**src/rtl/uart.sv**
```systemverilog
// uart: full-duplex async serial transceiver with configurable frame format and RX error flags.
// Optional RTS/CTS hardware flow control is enabled by defining UART_FLOW_CTRL_EN.
module uart #(
   parameter int DATA_WIDTH = 8,
   parameter int STOP_WIDTH = 1,
   parameter int PARITY     = 0,
   parameter int BAUD_DIV   = 868
) (
   input  logic                  clk,
   input  logic                  resetn,
   input  logic [DATA_WIDTH-1:0] tx_data,
   input  logic                  tx_valid,
   output logic                  tx_ready,
   output logic [DATA_WIDTH-1:0] rx_data,
   output logic                  rx_valid,
   input  logic                  rx_ready,
   output logic                  rx_parity_err,
   output logic                  rx_frame_err,
   output logic                  rx_overrun,
   output logic                  txd,
   input  logic                  rxd,
   output logic                  rts,
   input  logic                  cts
);

   localparam int            BW        = $clog2(BAUD_DIV);
   localparam logic [BW-1:0] BAUD_LAST = BW'(BAUD_DIV - 1);
   // Start-bit recheck lands so the registered result appears exactly half a bit in.
   localparam logic [BW-1:0] BAUD_MID  = BW'(BAUD_DIV / 2 - 2);
   localparam logic [3:0]    DATA_LAST = 4'(DATA_WIDTH - 1);
   localparam logic [3:0]    STOP_LAST = 4'(STOP_WIDTH - 1);
   localparam logic          PAR_ODD   = (PARITY == 1);

   typedef enum logic [2:0] {
      TX_IDLE   = 3'd0,
      TX_START  = 3'd1,
      TX_DATA   = 3'd2,
      TX_PARITY = 3'd3,
      TX_STOP   = 3'd4
   } tx_state_e;

   typedef enum logic [2:0] {
      RX_IDLE   = 3'd0,
      RX_START  = 3'd1,
      RX_DATA   = 3'd2,
      RX_PARITY = 3'd3,
      RX_STOP   = 3'd4
   } rx_state_e;

   function automatic logic parity_bit(input logic [DATA_WIDTH-1:0] d);
      if (PAR_ODD) begin
         return ~(^d);
      end else begin
         return ^d;
      end
   endfunction

   tx_state_e             tx_state_q, tx_state_d;
   logic [BW-1:0]         tx_baud_q, tx_baud_d;
   logic [3:0]            tx_bit_q, tx_bit_d;
   logic [DATA_WIDTH-1:0] tx_shift_q, tx_shift_d;
   logic                  tx_par_q, tx_par_d;
   logic                  txd_q, txd_d;
   logic                  tx_ready_s;
   logic                  tx_bit_end_s;

   rx_state_e             rx_state_q, rx_state_d;
   logic [1:0]            rx_sync_q, rx_sync_d;
   logic                  rx_prev_q, rx_prev_d;
   logic [BW-1:0]         rx_baud_q, rx_baud_d;
   logic [3:0]            rx_bit_q, rx_bit_d;
   logic [DATA_WIDTH-1:0] rx_shift_q, rx_shift_d;
   logic                  rx_perr_q, rx_perr_d;
   logic                  rx_ferr_q, rx_ferr_d;
   logic [DATA_WIDTH-1:0] rx_data_q, rx_data_d;
   logic                  rx_valid_q, rx_valid_d;
   logic                  rx_perr_out_q, rx_perr_out_d;
   logic                  rx_ferr_out_q, rx_ferr_out_d;
   logic                  rx_overrun_q, rx_overrun_d;
   logic                  rx_s;
   logic                  rx_bit_end_s;
   logic                  rx_done_s;

`ifdef UART_FLOW_CTRL_EN
   logic [1:0] cts_sync_q, cts_sync_d;

   always_comb begin
      cts_sync_d = {cts_sync_q[0], cts};
   end

   // Reset to "peer ready" so tx_ready comes out of reset high.
   always_ff @(posedge clk or negedge resetn) begin
      if (!resetn) begin
         cts_sync_q <= 2'b11;
      end else begin
         cts_sync_q <= cts_sync_d;
      end
   end

   assign tx_ready_s = (tx_state_q == TX_IDLE) && cts_sync_q[1];
   assign rts        = ~rx_valid_q;
`else
   logic unused_cts_s;
   assign unused_cts_s = cts;
   assign tx_ready_s   = (tx_state_q == TX_IDLE);
   assign rts          = 1'b1;
`endif

   assign tx_bit_end_s = (tx_baud_q == BAUD_LAST);

   // TX sequencing: txd is registered alongside the state so each bit is glitch-free.
   always_comb begin
      tx_state_d = tx_state_q;
      tx_baud_d  = tx_baud_q + 1'b1;
      tx_bit_d   = tx_bit_q;
      tx_shift_d = tx_shift_q;
      tx_par_d   = tx_par_q;
      txd_d      = txd_q;
      case (tx_state_q)
         TX_IDLE: begin
            tx_baud_d = '0;
            tx_bit_d  = 4'd0;
            if (tx_valid && tx_ready_s) begin
               tx_state_d = TX_START;
               tx_shift_d = tx_data;
               tx_par_d   = parity_bit(tx_data);
               txd_d      = 1'b0;
            end else begin
               txd_d = 1'b1;
            end
         end
         TX_START: begin
            if (tx_bit_end_s) begin
               tx_state_d = TX_DATA;
               tx_baud_d  = '0;
               tx_bit_d   = 4'd0;
               txd_d      = tx_shift_q[0];
            end else begin
               txd_d = 1'b0;
            end
         end
         TX_DATA: begin
            if (tx_bit_end_s) begin
               tx_baud_d = '0;
               if (tx_bit_q == DATA_LAST) begin
                  tx_bit_d = 4'd0;
                  if (PARITY != 0) begin
                     tx_state_d = TX_PARITY;
                     txd_d      = tx_par_q;
                  end else begin
                     tx_state_d = TX_STOP;
                     txd_d      = 1'b1;
                  end
               end else begin
                  tx_bit_d   = tx_bit_q + 4'd1;
                  tx_shift_d = {1'b0, tx_shift_q[DATA_WIDTH-1:1]};
                  txd_d      = tx_shift_q[1];
               end
            end else begin
               txd_d = txd_q;
            end
         end
         TX_PARITY: begin
            if (tx_bit_end_s) begin
               tx_state_d = TX_STOP;
               tx_baud_d  = '0;
               tx_bit_d   = 4'd0;
               txd_d      = 1'b1;
            end else begin
               txd_d = tx_par_q;
            end
         end
         TX_STOP: begin
            txd_d = 1'b1;
            if (tx_bit_end_s) begin
               tx_baud_d = '0;
               if (tx_bit_q == STOP_LAST) begin
                  tx_state_d = TX_IDLE;
               end else begin
                  tx_bit_d = tx_bit_q + 4'd1;
               end
            end else begin
               tx_bit_d = tx_bit_q;
            end
         end
         default: begin
            tx_state_d = TX_IDLE;
            tx_baud_d  = '0;
            txd_d      = 1'b1;
         end
      endcase
   end

   assign rx_s         = rx_sync_q[1];
   assign rx_bit_end_s = (rx_baud_q == BAUD_LAST);

   // RX sampling and the one-word output register with overrun detection.
   always_comb begin
      rx_sync_d     = {rx_sync_q[0], rxd};
      rx_prev_d     = rx_s;
      rx_state_d    = rx_state_q;
      rx_baud_d     = rx_baud_q + 1'b1;
      rx_bit_d      = rx_bit_q;
      rx_shift_d    = rx_shift_q;
      rx_perr_d     = rx_perr_q;
      rx_ferr_d     = rx_ferr_q;
      rx_data_d     = rx_data_q;
      rx_valid_d    = rx_valid_q;
      rx_perr_out_d = rx_perr_out_q;
      rx_ferr_out_d = rx_ferr_out_q;
      rx_overrun_d  = 1'b0;
      rx_done_s     = 1'b0;
      case (rx_state_q)
         RX_IDLE: begin
            rx_baud_d = '0;
            rx_bit_d  = 4'd0;
            rx_perr_d = 1'b0;
            rx_ferr_d = 1'b0;
            if (rx_prev_q && !rx_s) begin
               rx_state_d = RX_START;
            end else begin
               rx_state_d = RX_IDLE;
            end
         end
         RX_START: begin
            if (rx_baud_q == BAUD_MID) begin
               rx_baud_d = '0;
               if (rx_s) begin
                  rx_state_d = RX_IDLE;
               end else begin
                  rx_state_d = RX_DATA;
               end
            end else begin
               rx_state_d = RX_START;
            end
         end
         RX_DATA: begin
            if (rx_bit_end_s) begin
               rx_baud_d  = '0;
               rx_shift_d = {rx_s, rx_shift_q[DATA_WIDTH-1:1]};
               if (rx_bit_q == DATA_LAST) begin
                  rx_bit_d   = 4'd0;
                  rx_state_d = (PARITY != 0) ? RX_PARITY : RX_STOP;
               end else begin
                  rx_bit_d = rx_bit_q + 4'd1;
               end
            end else begin
               rx_shift_d = rx_shift_q;
            end
         end
         RX_PARITY: begin
            if (rx_bit_end_s) begin
               rx_baud_d  = '0;
               rx_perr_d  = (^rx_shift_q) ^ rx_s ^ PAR_ODD;
               rx_state_d = RX_STOP;
            end else begin
               rx_perr_d = rx_perr_q;
            end
         end
         RX_STOP: begin
            if (rx_bit_end_s) begin
               rx_baud_d = '0;
               rx_ferr_d = rx_ferr_q | ~rx_s;
               if (rx_bit_q == STOP_LAST) begin
                  rx_done_s  = 1'b1;
                  rx_state_d = RX_IDLE;
               end else begin
                  rx_bit_d = rx_bit_q + 4'd1;
               end
            end else begin
               rx_ferr_d = rx_ferr_q;
            end
         end
         default: begin
            rx_state_d = RX_IDLE;
            rx_baud_d  = '0;
         end
      endcase

      if (rx_valid_q && rx_ready) begin
         rx_valid_d = 1'b0;
      end else begin
         rx_valid_d = rx_valid_q;
      end

      if (rx_done_s) begin
         if (rx_valid_q && !rx_ready) begin
            rx_overrun_d = 1'b1;
         end else begin
            rx_data_d     = rx_shift_q;
            rx_perr_out_d = rx_perr_q;
            rx_ferr_out_d = rx_ferr_q | ~rx_s;
            rx_valid_d    = 1'b1;
         end
      end else begin
         rx_overrun_d = 1'b0;
      end
   end

   // State registers; line idles at MARK and synchronisers at 1 so reset never looks like a start bit.
   always_ff @(posedge clk or negedge resetn) begin
      if (!resetn) begin
         tx_state_q    <= TX_IDLE;
         tx_baud_q     <= '0;
         tx_bit_q      <= 4'd0;
         tx_shift_q    <= '0;
         tx_par_q      <= 1'b0;
         txd_q         <= 1'b1;
         rx_state_q    <= RX_IDLE;
         rx_sync_q     <= 2'b11;
         rx_prev_q     <= 1'b1;
         rx_baud_q     <= '0;
         rx_bit_q      <= 4'd0;
         rx_shift_q    <= '0;
         rx_perr_q     <= 1'b0;
         rx_ferr_q     <= 1'b0;
         rx_data_q     <= '0;
         rx_valid_q    <= 1'b0;
         rx_perr_out_q <= 1'b0;
         rx_ferr_out_q <= 1'b0;
         rx_overrun_q  <= 1'b0;
      end else begin
         tx_state_q    <= tx_state_d;
         tx_baud_q     <= tx_baud_d;
         tx_bit_q      <= tx_bit_d;
         tx_shift_q    <= tx_shift_d;
         tx_par_q      <= tx_par_d;
         txd_q         <= txd_d;
         rx_state_q    <= rx_state_d;
         rx_sync_q     <= rx_sync_d;
         rx_prev_q     <= rx_prev_d;
         rx_baud_q     <= rx_baud_d;
         rx_bit_q      <= rx_bit_d;
         rx_shift_q    <= rx_shift_d;
         rx_perr_q     <= rx_perr_d;
         rx_ferr_q     <= rx_ferr_d;
         rx_data_q     <= rx_data_d;
         rx_valid_q    <= rx_valid_d;
         rx_perr_out_q <= rx_perr_out_d;
         rx_ferr_out_q <= rx_ferr_out_d;
         rx_overrun_q  <= rx_overrun_d;
      end
   end

   assign tx_ready      = tx_ready_s;
   assign txd           = txd_q;
   assign rx_data       = rx_data_q;
   assign rx_valid      = rx_valid_q;
   assign rx_parity_err = rx_perr_out_q;
   assign rx_frame_err  = rx_ferr_out_q;
   assign rx_overrun    = rx_overrun_q;

endmodule

```
**config.mk**
```make
export PLATFORM = sky130hd
export DESIGN_NAME = uart
export DESIGN_NICKNAME = d
export VERILOG_FILES = /design/src/rtl/uart.sv
export SDC_FILE = /design/constraint.sdc
export NUM_CORES = 1
export LEC_CHECK = 0
export CORE_ASPECT_RATIO = 2
export CORE_MARGIN = 2
export CORE_UTILIZATION = 40
export CTS_CLUSTER_DIAMETER = 120
export DETAILED_ROUTE_END_ITERATION = 6
export SETUP_SLACK_MARGIN = 0.4
export SLEW_MARGIN = 20
export SYNTH_ARGS = -nofsm -noshare
export SYNTH_HDL_FRONTEND = slang
export SYNTH_SLANG_ARGS = --single-unit
export TNS_END_PERCENT = 5
```
**constraint.sdc**
```tcl
create_clock -name clk -period 4.1 [get_ports clk]
set_input_delay 1.23 -clock clk [delete_from_list [all_inputs] [get_ports clk]]
set_output_delay 1.23 -clock clk [all_outputs]
set_load 0.02 [all_outputs]
```
==> results_dict.tcl, run 1 <==
set metrics [dict create \
    status "finished, final reports clean" \
    gr-usage-all-layers 0.159 \
    synth_area_um2 3510 \
    cts.sink_count 69 \
    cts.htree.levels 3 \
    worst_r2r_startpoint "rx_baud_q[2]$_DFF_PN0_" \
    drc 0 \
    hold_slack_ns 0.356 \
    holdCritPathClass "flop to flop" \
    ioPinCount 29 \
    hold_depth 0 \
    relSlewSlack 0.488 \
    drt-wirelength-per-cell_um 14.6 \
    share_of_flip_flops_with_an_asynchronous_set_or_reset 1.00 \
    die_area_um2 9590 \
    ys_warn_count 0 \
    critical_path_buf_inv_count 1 \
    rows 48 \
    max-vdd-ir-drop_mv 0.387 \
    synth.lib_cells_used.distinct 60 \
    cts_tree "yes" \
    grt_max_degree 50 \
    cts_inserted_buffers 9 \
    num_vias 2438 \
    cpPeakStageDelay_ns 0.66 \
    worst-endpoint-arrival_ns 1.82 \
    final_antenna_net_count 0 \
    fp.coreArea_um2 8590 \
    final_nets 380 \
    critPathLaunchType "flop" \
    max-cap-violations 0 \
    antenna_found_initial 0 \
    timing.final.hold_violations 0 \
    drive_above_1_share 0.162 \
    height_of_the_die_um 136 \
    crit_path_cell_trace "nor3_1 > clkdlybuf4s50_1" \
    netlist_instances 330 \
    synth_sequential_area_ratio 0.493 \
    timing.fmax_mhz 328 \
    clock_skew_ns 0.00656 \
    cts_post_setup_buffers_inserted 0 \
    worst-path-max-fanout 11 \
    route.detailed.vias_per_inst 5.25 \
    post-route-min-period_ns 3.05 \
    count_of_tritonroute_iterations_in_the_first_routing_pass 4 \
    critical_path.top_delay_family "buffers and inverters" \
    synth_area_per_inst_um2 10.6 \
    cp_slowest_cell "clkdlybuf4s50_1" \
    final_area_um2 4150 \
    data_required_time_at_the_worst_endpoint_ns 2.87 \
    postSynthRegisterBits 69 \
    timing.hold.worst_endpoint "rx_sync_q[1]$_DFF_PN1_" \
    finalWorstSetupSlack_ns 1.05 \
    r2r_end "rx_data[4]$_DFFE_PN0P_" \
    gp_routability_congestion 0.885 \
    static_leakage_nw 1.81 \
    power_density_nw_per_um2 550 \
    min_period_over_period 0.743 \
    clockRootBuffer "clkbuf_16" \
    overflow_after_grt 0 \
    rsz_0062_raised_after_global_routing "false" \
    placed_cells 448 \
    clk_path_buf_depth 2 \
    report.final.slew_viol_count 0 \
    setup.reg_to_reg.worst_slack_ns 1.54 \
    reg2regPathDepth 5 \
    synth.net_count 351 \
    placed_area_um2 3840 \
    synth_enable_flop_cells 0 \
    hold_start "rx_sync_q[0]$_DFF_PN1_" \
    start_util 0.409 \
    timing.setup.critical_path_class "flop to primary output" \
    dominantRegCellSynth "dfrtp_1" \
    setup_violations 0 \
    preCtsSetupSlack_ns 1.24 \
    routed_wirelength_mm 6.77 \
    die_x_um 70.2 \
    ctsHoldBuffers 0 \
    global_route_wire_length_before_repair_mm 11.8 \
    buffer_ports.inserted 26 \
    insertedDiodeCount 0 \
    drt_iter0_markers 200 \
    setup_tns_ns 0 \
    layoutNonFillerInstCount 464 \
    syn_to_final_growth_pct 18.2 \
    post_cts_resize_count 0 \
    timing.critical_path.to_type "primary output" \
    detailedPlacementHpwl_mm 5.13 \
    clk_latency_ns 0.33 \
    clkSlewWorstSetupHoldPaths_ns 0.05 \
    number_of_global_route_vias_before_repair 2547 \
    tightestPinTransition_ns 0.767 \
]
## how the worst max path moves through the flow
stage                     slack, ns  cells past startpoint                endpoint                       from
final                          1.05                      2                tx_ready  tx_state_q[1]$_DFFE_PN0P_
after global routing           1.00                      2                tx_ready  tx_state_q[1]$_DFFE_PN0P_
after CTS                      1.05                      2                tx_ready  tx_state_q[1]$_DFFE_PN0P_
after detailed placement       1.24                      4  rx_data[4]$_DFFE_PN0P_                   rx_ready
after global placement         1.25                      4  rx_data[5]$_DFFE_PN0P_                   rx_ready
after floorplan                1.80                      2                tx_ready  tx_state_q[1]$_DFFE_PN0P_
## cell type report
cell class              count  area, um2
fillers                   809       4440
well taps                 100        125
inverters                  14       52.6
clock buffers              12        236
multi-input cells         236       1650
repair buffers             29        280
flip-flops and latches     69       1730
clock inverters             4       73.8
## metal layers
layer | part of all wire | track usage
met1 | 0.37 | 0.165
met2 | 0.56 | 0.287
met3 | 0.030 | 0.0324
met4 | 0.036 | 0.0972
met5 | 0 | 0
## synthesized netlist by cell type (2+ instances only)
cell	count	share of area
a21oi_1	9	0.013
a311oi_1	2	0.0050
a31oi_1	2	0.0036
and2_1	2	0.0036
and3_1	6	0.011
and4_1	2	0.0050
buf_2	2	0.0029
buf_4	2	0.0043
clkbuf_1	2	0.0021
clkbuf_8	2	0.0078
dfrtp_1	65	0.46
dfstp_2	4	0.030
ha_1	7	0.025
inv_1	14	0.015
mux2_2	19	0.061
mux2i_1	7	0.020
nand2_1	21	0.022
nand2b_1	6	0.011
nand3_1	13	0.019
nand4_1	2	0.0036
nor2_1	42	0.045
nor3_1	7	0.010
nor3b_1	4	0.0086
o21ai_0	16	0.023
o32ai_1	2	0.0050
o41ai_1	2	0.0050
or3_4	2	0.0064
or3b_2	2	0.0050
xnor2_1	21	0.052
xor2_1	13	0.032
## registers in the layout, indices dropped and copies added (netlist names), 2 cells and up
register,cells
rx_bit_q,4
rx_baud_q,10
tx_state_q,3
rx_sync_q,2
rx_data,8
rx_shift_q,8
rx_state_q,3
tx_bit_q,4
tx_baud_q,10
tx_shift_q,8
## power by group
part	internal (mW)	total, mW	switching, mW
sequential	0.808	0.938	0.130
combinational	0.237	0.540	0.303
clock	0.533	0.806	0.273
total	1.58	2.28	0.707
## stage by stage
step           utilization  total power [mW]
3_3_place_gp         0.447              1.48
5_1_grt              0.483              2.42
2_1_floorplan            -              1.36
6_report             0.483              2.28
4_1_cts              0.483              2.32
3_5_place_dp         0.447              1.50
## kinds of logic after synthesis
| logic type | count (synthesis) | synth area share |
|---|---|---|
| xor gates and xnor gates | 34 | 0.0848 |
| muxes | 26 | 0.0809 |
| DFF | 69 | 0.493 |
| buffers and inverters | 25 | 0.0378 |
| AOI/OAI and AO/OA | 45 | 0.0920 |
| and+or+nand+nor | 123 | 0.185 |
| other | 1 | 0.00107 |
| adders and majority gates | 7 | 0.0249 |
## cell usage in the layout, fill, tap and decap left out, types with 9 or more instances in the layout
master / Yosys / layout
o21ai_0: 16 / 16
mux2_2: 19 / 19
xor2_1: 13 / 13
a21oi_1: 9 / 9
inv_1: 14 / 14
clkbuf_16: 0 / 9
xnor2_1: 21 / 21
clkdlybuf4s50_1: 0 / 25
dfrtp_1: 65 / 65
nand3_1: 13 / 13
nor2_1: 42 / 42
nand2_1: 21 / 21
No activity file was read; power rests on OpenSTA's default activity.
==> inputs of run 2 (changes only) <==
==> constraint.sdc (replaced) <==
create_clock -name clk -period 3.1 [get_ports clk]
set_input_delay 0.93 -clock clk [delete_from_list [all_inputs] [get_ports clk]]
set_output_delay 0.93 -clock clk [all_outputs]
set_load 0.02 [all_outputs]
==> results_dict.tcl, run 2 (same netlist as run 1, synthesis figures left out) <==
set metrics [dict create \
    hold_slack_ns 0.356 \
    layout_top_registers "rx_baud_q x10, tx_baud_q x10" \
    clockRootBuffer "clkbuf_16" \
    cts.htree.levels 3 \
    overflow_after_grt 0 \
    report.final.slew_viol_count 0 \
    insertedDiodeCount 0 \
    min_period_over_period 0.778 \
    count_of_tritonroute_iterations_in_the_first_routing_pass 4 \
    route.detailed.vias_per_inst 5.34 \
    cts.sink_count 69 \
    gp_routability_congestion 0.848 \
    num-fill-cells 790 \
    antenna_found_initial 0 \
    cts_inserted_buffers 9 \
    finalWorstSetupSlack_ns 0.689 \
    timing.critical_path.to_type "primary output" \
    final_antenna_net_count 0 \
    most_frequent_cells_in_the_layout "dfrtp_1, nor2_1, clkdlybuf4s50_1, xnor2_1, nand2_1" \
    grt.met3_usage 0.0434 \
    number_of_global_route_vias_before_repair 2582 \
    static_leakage_nw 1.85 \
    tightestPinTransition_ns 0.734 \
    preCtsSetupSlack_ns 0.656 \
    grt_max_degree 37 \
    detailedPlacementHpwl_mm 5.17 \
    layoutNonFillerInstCount 467 \
    holdCritPathClass "flop to flop" \
    final_nets 383 \
    drive_above_1_share 0.177 \
    worst-path-max-fanout 11 \
    global_route.peak_usage_layer "met2" \
    placed_area_um2 3860 \
    status "finished, final reports clean" \
    clk_path_buf_depth 2 \
    clkSlewWorstSetupHoldPaths_ns 0.06 \
    max-vdd-ir-drop_mv 0.452 \
    totalPowerFinal_mw 3.19 \
    rows 48 \
    start_util 0.409 \
    setup_violations 0 \
    data_required_time_at_the_worst_endpoint_ns 2.17 \
    ioPinCount 29 \
    crit_path_cell_trace "nor3_1 > dlygate4sd2_1" \
    timing.fmax_mhz 415 \
    drc 0 \
    critPathLaunchType "flop" \
    drt_iter0_markers 138 \
    syn_to_final_growth_pct 20.2 \
    num_vias 2494 \
    height_of_the_die_um 136 \
    fp.coreArea_um2 8590 \
    max-cap-violations 0 \
    buffer_ports.inserted 26 \
    grt.met1_usage 0.165 \
    clk_latency_ns 0.33 \
    utilization 0.491 \
    rsz_0062_raised_after_global_routing "false" \
    cpPeakStageDelay_ns 0.49 \
    power_density_nw_per_um2 755 \
    layout.cells.most_common "dfrtp_1" \
    post-route-min-period_ns 2.41 \
    met2_layer_usage_reported_by_global_route 0.308 \
    die_x_um 70.2 \
    clock_skew_ns 0.00697 \
    global_route_wire_length_before_repair_mm 12.2 \
    drt-wirelength-per-cell_um 14.8 \
    setup_tns_ns 0 \
    cts_tree "yes" \
    die_area_um2 9590 \
    worst-endpoint-arrival_ns 1.48 \
    timing.setup.critical_path_class "flop to primary output" \
    timing.final.hold_violations 0 \
    relSlewSlack 0.510 \
    placed_cells 451 \
    routed_wirelength_mm 6.90 \
    final_area_um2 4220 \
    gr-usage-all-layers 0.164 \
    cp_slowest_cell "dfrtp_1" \
]
## run 2: timing repair
action	4_1_cts	5_1_grt
buffers inserted	0	0
endpoints found under the setup margin	1	0
hold buffers	0	0
resized for setup	1	0
## run 2: layer usage
layer,wire [um],vias to the layer above
li1,-,1203
met1,2570,1230
met2,4000,50
met3,205,11
met4,126,0
met5,0,-
## run 2: power breakdown
part / leakage, nW / switching, mW / internal, mW
Sequential: 0.900 / 0.171 / 1.07
Combinational: 0.780 / 0.411 / 0.324
Clock: 0.172 / 0.382 / 0.831
Total: 1.85 / 0.963 / 2.22
## run 2: critical path: cells and delay by family, from the launching register on
family / cells / cell delay (ns)
DFF: 1 / 0.49
buffers and inverters: 1 / 0.37
and+or+nand+nor: 1 / 0.29
## run 2: cell type report
cell class / count / area [um2] / share of cell area
tap: 100 / 125 / 0.0297
timing repair buffer: 32 / 299 / 0.0709
clock buffer: 11 / 253 / 0.0599
multi-input combinational: 236 / 1650 / 0.391
inverter: 14 / 52.6 / 0.0125
sequential: 69 / 1730 / 0.410
clock inverter: 5 / 106 / 0.0252
## run 2: path summary, 6_finish.rpt
path                                            from                     end  slack [ns]  cells past startpoint
max                        tx_state_q[1]$_DFFE_PN0P_                tx_ready        0.69                      2
min                           rx_sync_q[0]$_DFF_PN1_  rx_sync_q[1]$_DFF_PN1_        0.36                      0
max reg2reg                   rx_baud_q[2]$_DFF_PN0_  rx_data[3]$_DFFE_PN0P_        0.76                      6
min reg2reg                   rx_sync_q[0]$_DFF_PN1_  rx_sync_q[1]$_DFF_PN1_        0.36                      0
max in group asynchronous                     resetn     rx_prev_q$_DFF_PN1_        2.09                      2
min in group asynchronous                     resetn  rx_baud_q[4]$_DFF_PN0_        0.63                      2
==> inputs of run 3 (changes only) <==
==> constraint.sdc (replaced) <==
create_clock -name clk -period 2 [get_ports clk]
set_input_delay 0.6 -clock clk [delete_from_list [all_inputs] [get_ports clk]]
set_output_delay 0.6 -clock clk [all_outputs]
set_load 0.02 [all_outputs]
==> results_dict.tcl, run 3 (same netlist as run 1, synthesis figures left out) <==
set metrics [dict create \
    clkPwrFrac 0.313 \
    finalWorstSetupSlack_ns -0.0561 \
    min_period_over_period 1.03 \
    report.final.slew_viol_count 0 \
    buffer_ports.inserted 26 \
    switching_share 0.321 \
    setup.reg_to_reg.worst_slack_ns -0.06 \
    fp.coreArea_um2 8590 \
    rsz_0062_raised_after_global_routing "true" \
    num_vias 2691 \
    cts.sink_count 69 \
    timing.setup.critical_path_class "flop to flop" \
    violations "negative setup slack" \
    flop_pwr_share 0.330 \
    critical_path.top_delay_family "simple AND/OR/NAND/NOR gates" \
    global_route_wire_length_before_repair_mm 13.0 \
    setup_tns_ns -0.478 \
    route.detailed.vias_per_inst 5.19 \
    syn_to_final_growth_pct 42.0 \
    drc 0 \
    num-fill-cells 747 \
    startpoint "rx_bit_q[0]$_DFFE_PN0P_" \
    gp_routability_congestion 0.852 \
    max-cap-violations 0 \
    overflow_after_grt 0 \
    worst-path-max-fanout 10 \
    final_antenna_net_count 0 \
    timing.fmax_mhz 486 \
    insertedDiodeCount 0 \
    r2r_end "rx_data[2]$_DFFE_PN0P_" \
    cts_inserted_buffers 9 \
    start_util 0.409 \
    timing.final.hold_violations 0 \
    antenna_found_initial 0 \
    holdCritPathClass "input pin to async pin" \
    totalPowerFinal_mw 5.60 \
    die_area_um2 9590 \
    share_comb_of_total_power 0.357 \
    data_required_time_at_the_worst_endpoint_ns 2.21 \
    crit_path_cell_trace "inv_1 > ha_1 > or3b_4 > or3_4 > nor2b_4 > buf_12 > mux2_2" \
    timing.critical_path.to_type "flop" \
    critical_path_buf_inv_count 2 \
    status "complete, but fails checks" \
    routed_wirelength_mm 7.70 \
    detailedPlacementHpwl_mm 5.41 \
    max-vdd-ir-drop_mv 0.715 \
    rows 48 \
    clk_latency_ns 0.33 \
    drive_above_1_share 0.414 \
    drt-wirelength-per-cell_um 14.9 \
    worst-endpoint-arrival_ns 2.27 \
    height_of_the_die_um 136 \
    clkSlewWorstSetupHoldPaths_ns 0.06 \
    ioPinCount 29 \
    reg2regPathDepth 7 \
    power_density_nw_per_um2 1120 \
    cpPeakStageDelay_ns 0.39 \
    crit_cells 7 \
    static_leakage_nw 2.19 \
    gr-usage-all-layers 0.173 \
    layout_top_registers "rx_baud_q x10, tx_baud_q x10" \
    most_frequent_cells_in_the_layout "dfrtp_1, buf_4, nor2_1, xnor2_1, nand2_1" \
    drt_iter0_markers 120 \
    setup_violations 10 \
    critPathLaunchType "flop" \
    worst_r2r_startpoint "rx_bit_q[0]$_DFFE_PN0P_" \
    clockRootBuffer "clkbuf_16" \
    grt_max_degree 45 \
    die_x_um 70.2 \
    number_of_global_route_vias_before_repair 2805 \
    ctsHoldBuffers 0 \
    post-route-min-period_ns 2.06 \
    cts_tree "yes" \
    preCtsSetupSlack_ns -0.0798 \
    count_of_tritonroute_iterations_in_the_first_routing_pass 4 \
    cts.htree.levels 3 \
    final_nets 434 \
    internal_power_mw 3.81 \
    cp_slowest_cell "or3b_4" \
    clk_path_buf_depth 2 \
    power.switching_mw 1.80 \
    clock_skew_ns 0.00792 \
    layout.cells.most_common "dfrtp_1" \
]
-- run 3: cell types whose count changed in the layout (fill, tap and decap cells not counted), sizes merged --
cell           before  now
buf                 7   61
clkdlybuf4s50      24   11
clkdlybuf4s15       0   10
bufinv              3    2
clkbuf             11   12
dlygate4sd2         1    0
inv                14   15
-- run 3: how the worst max path moves through the flow --
stage,end
after CTS,rx_data[2]$_DFFE_PN0P_
final,rx_data[2]$_DFFE_PN0P_
after global placement,rx_data[4]$_DFFE_PN0P_
after detailed placement,rx_data[2]$_DFFE_PN0P_
after floorplan,rx_data[0]$_DFFE_PN0P_
after global routing,rx_data[6]$_DFFE_PN0P_
-- run 3: power by group through the flow --
stage | registers (mW) | logic (mW) | clock network (mW)
3_3_place_gp | 1.81 | 1.56 | 0
6_report | 1.85 | 2.00 | 1.75
5_1_grt | 1.88 | 2.19 | 1.85
3_5_place_dp | 1.82 | 1.59 | 0
4_1_cts | 1.84 | 1.84 | 1.81
2_1_floorplan | 1.84 | 0.936 | 0
-- run 3: per-stage QoR --
| stage | instances | hold slack [ns] | area [um2] | utilization |
|---|---|---|---|---|
| after floorplan | 330 | 0.304 | 3520 | - |
| after global placement | 496 | 0.346 | 4260 | 0.496 |
| after detailed placement | 496 | 0.354 | 4260 | 0.496 |
| after CTS | 512 | 0.249 | 4840 | 0.564 |
| after global routing | 518 | 0.268 | 4990 | 0.581 |
| final | 518 | 0.257 | 4990 | 0.581 |
-- run 3: metal layers --
| metal | wire, um | track usage |
|---|---|---|
| met5 | 0 | 0 |
| met4 | 218 | 0.0855 |
| met3 | 184 | 0.0376 |
| met2 | 4480 | 0.328 |
| met1 | 2810 | 0.173 |
-- run 3: layout make-up --
class	count	area, um2	area share
multi-input combinational	236	1960	0.392
inverter	14	57.6	0.0115
clock buffer	11	253	0.0507
timing repair buffer	83	781	0.157
clock inverter	5	81.3	0.0163
tap	100	125	0.0251
sequential	69	1730	0.347
-- run 3: repair_timing --
item	CTS	global route
endpoints found under the setup margin	72	65
gates cloned	0	1
resized for setup	114	23
pin swaps	36	34
endpoints found under the hold margin	0	0
setup buffers	0	5
==> RTL edit (settings of run 1) <==
Remove the register `rx_overrun_q`: a continuous assignment takes its place, so the output `rx_overrun` follows one clock earlier.
--- a/src/rtl/uart.sv
+++ b/src/rtl/uart.sv
@@ -319,5 +319,4 @@
          rx_perr_out_q <= 1'b0;
          rx_ferr_out_q <= 1'b0;
-         rx_overrun_q  <= 1'b0;
       end else begin
          tx_state_q    <= tx_state_d;
@@ -339,7 +338,8 @@
          rx_perr_out_q <= rx_perr_out_d;
          rx_ferr_out_q <= rx_ferr_out_d;
-         rx_overrun_q  <= rx_overrun_d;
-      end
-   end
+      end
+   end
+
+   assign rx_overrun_q = rx_overrun_d;
 
    assign tx_ready      = tx_ready_s;
Behaviour: no difference found for any inputs over 10 cycles, from zero or initial values and one cycle with resetn low; that may be too few to reach the edited logic, so the function may still have changed.
==> RTL edit against run 1 <==
Final area unchanged. Wire length is 0.10% higher. Clock skew down 0.00080 ns. Sequential cell count decreased by 1. Clock power increased by 8.3%. Total power is 2.7% higher. Critical path type unchanged. Worst setup slack worse by 0.43 ns. Core utilization grew 0.34 points. Largest power group unchanged. Final cell count decreased by 0.43%. Synthesized area fell by 0.71%. Die area is 0.68% lower. Count of clock-buffer cells in the layout shrank 3.
==> RTL edit: results (changes against run 1) <==
Status
  • Status: finished, final reports clean (unchanged)

Power
  • Leak: 1.814 nW (about the same)
  • Worst IR Drop VDD: 0.3752 mV (was 0.3868 mV)

Setup path
  • Arrival @ worst endpoint: 2.25 ns (was 1.82 ns)
  • Crit path max fanout: 5 (was 11)
  • CP max stage cell: or3b_2 (was clkdlybuf4s50_1)
  • Reg-to-reg endpoint: rx_data[0] (was rx_data[4])
  • Worst Setup EP: rx_overrun (was tx_ready)
  • Worst reg-to-reg setup slack: 1.62 ns (was 1.54 ns)
  • Crit path from: rx_bit_q[0] (was tx_state_q[1])

Detailed routing
  • Iter 0 DRT Violations: 119 (was 200)
  • Met3 wire length: 225 µm (was 201 µm)
  • Wire length per cell: 14.66 µm (was 14.59 µm)

Place
  • DPL Wire Length: 4.909 mm (was 5.132 mm)
  • GP Congestion: 0.8394 (was 0.8847)
  • Dpl ws: 0.3893 ns (was 1.240 ns)

Yosys
  • Commonest cells in the netlist: 64 x dfrtp_1, 42 x nor2_1, 21 x nand2_1, 21 x xnor2_1, 19 x mux2_2 (was 65 x dfrtp_1, 42 x nor2_1, 21 x nand2_1, 21 x xnor2_1, 19 x mux2_2)
  • Area share of xor/xnor cells in the synthesized design: 0.08543 (was 0.08482)
  • Sequential element share of the synthesized area: 0.4896 (was 0.4932)
  • Top post-synthesis cells by area: dfrtp_1 46%, mux2_2 6.1%, xnor2_1 5.3%, nor2_1 4.5%, xor2_1 3.3% (was dfrtp_1 46%, mux2_2 6.1%, xnor2_1 5.2%, nor2_1 4.5%, xor2_1 3.2%)
  • Post-synthesis compound-gate area fraction: 0.09261 (was 0.09195)
  • Synthesized net count: 350 (was 351)
  • Post-synthesis mux area share: 0.08148 (was 0.08090)
  • Post-Synthesis Cells: 329 (was 330)

Final layout
  • Buffer share of cell area: 0.06480 (was 0.06751)
  • Seq cells: 68 (was 69)
  • Non-CTS buffers: 28 (was 29)
  • Multi-input gate area: 1658 µm² (was 1652 µm²)
  • Layout cell share with drive strength beyond 1: 0.1685 (was 0.1621)
  • Nets@finish: 378 (was 380)
  • Final Non-Filler Cells: 462 (was 464)
  • ClkCell Share: 0.08198 (was 0.07474)

Timing
  • Clock Skew: 0.005754 ns (was 0.006555 ns)
  • Least-Margin Pin Slew: 0.8537 ns (was 0.7669 ns)
  • Tmin final: 3.480 ns (was 3.046 ns)

Global route
  • Vias in the first global route: 2,414 (was 2,547)
  • Largest net degree at the start of global routing: 69 (was 50)
  • First-pass GRT wire length: 11.68 mm (was 11.82 mm)
-- RTL edit: cell count changes after synthesis --
cell,delta
dfrtp_1,-1
-- RTL edit: stage by stage --
step / hold slack [ns] / utilization / area (µm²)
5_1_grt: 0.3727 / 0.4868 / 4151
6_report: 0.3644 / 0.4868 / 4151
3_3_place_gp: 0.3546 / 0.4463 / 3806
2_1_floorplan: 0.3452 / - / 3486
3_5_place_dp: 0.3587 / 0.4463 / 3806
4_1_cts: 0.3669 / 0.4868 / 4151
-- RTL edit: how the worst min path moves through the flow --
stage	from	end	slack (ns)	cells after the start
6_report	rx_sync_q[0]	rx_sync_q[1]	0.36	0
5_1_grt	rx_sync_q[0]	rx_sync_q[1]	0.37	0
4_1_cts	rx_sync_q[0]	rx_sync_q[1]	0.37	0
3_5_place_dp	rx_sync_q[0]	rx_sync_q[1]	0.36	0
3_3_place_gp	rx_sync_q[0]	rx_sync_q[1]	0.35	0
2_1_floorplan	rx_sync_q[0]	rx_sync_q[1]	0.35	0
-- RTL edit: metal layers --
metal  up-vias  global-route usage
met5         -                   0
met4         0             0.07585
met3        16             0.04596
met2        48              0.2889
met1      1150              0.1645
li1       1199                   -
-- RTL edit: critical path, delay by kind of cell, from the launching register on --
kind	cells	cell delay, ns
adder cells (fa/ha/maj)	1	0.14
AND/OR/NAND/NOR	3	0.96
buffers and inverters	2	0.40
flip-flops	1	0.42
-- RTL edit: what timing repair did --
action / CTS / global route
resized for setup: 2 / 0
buffers inserted: 0 / 0
endpoints found under the setup margin: 1 / 0
hold endpoints to repair: 0 / 0
-- RTL edit: power breakdown --
| group | internal, W | switching, W |
|---|---|---|
| sequential | 0.000798 | 0.000136 |
| combinational | 0.000236 | 0.000302 |
| clock | 0.000591 | 0.000282 |
| total | 0.00162 | 0.000720 |
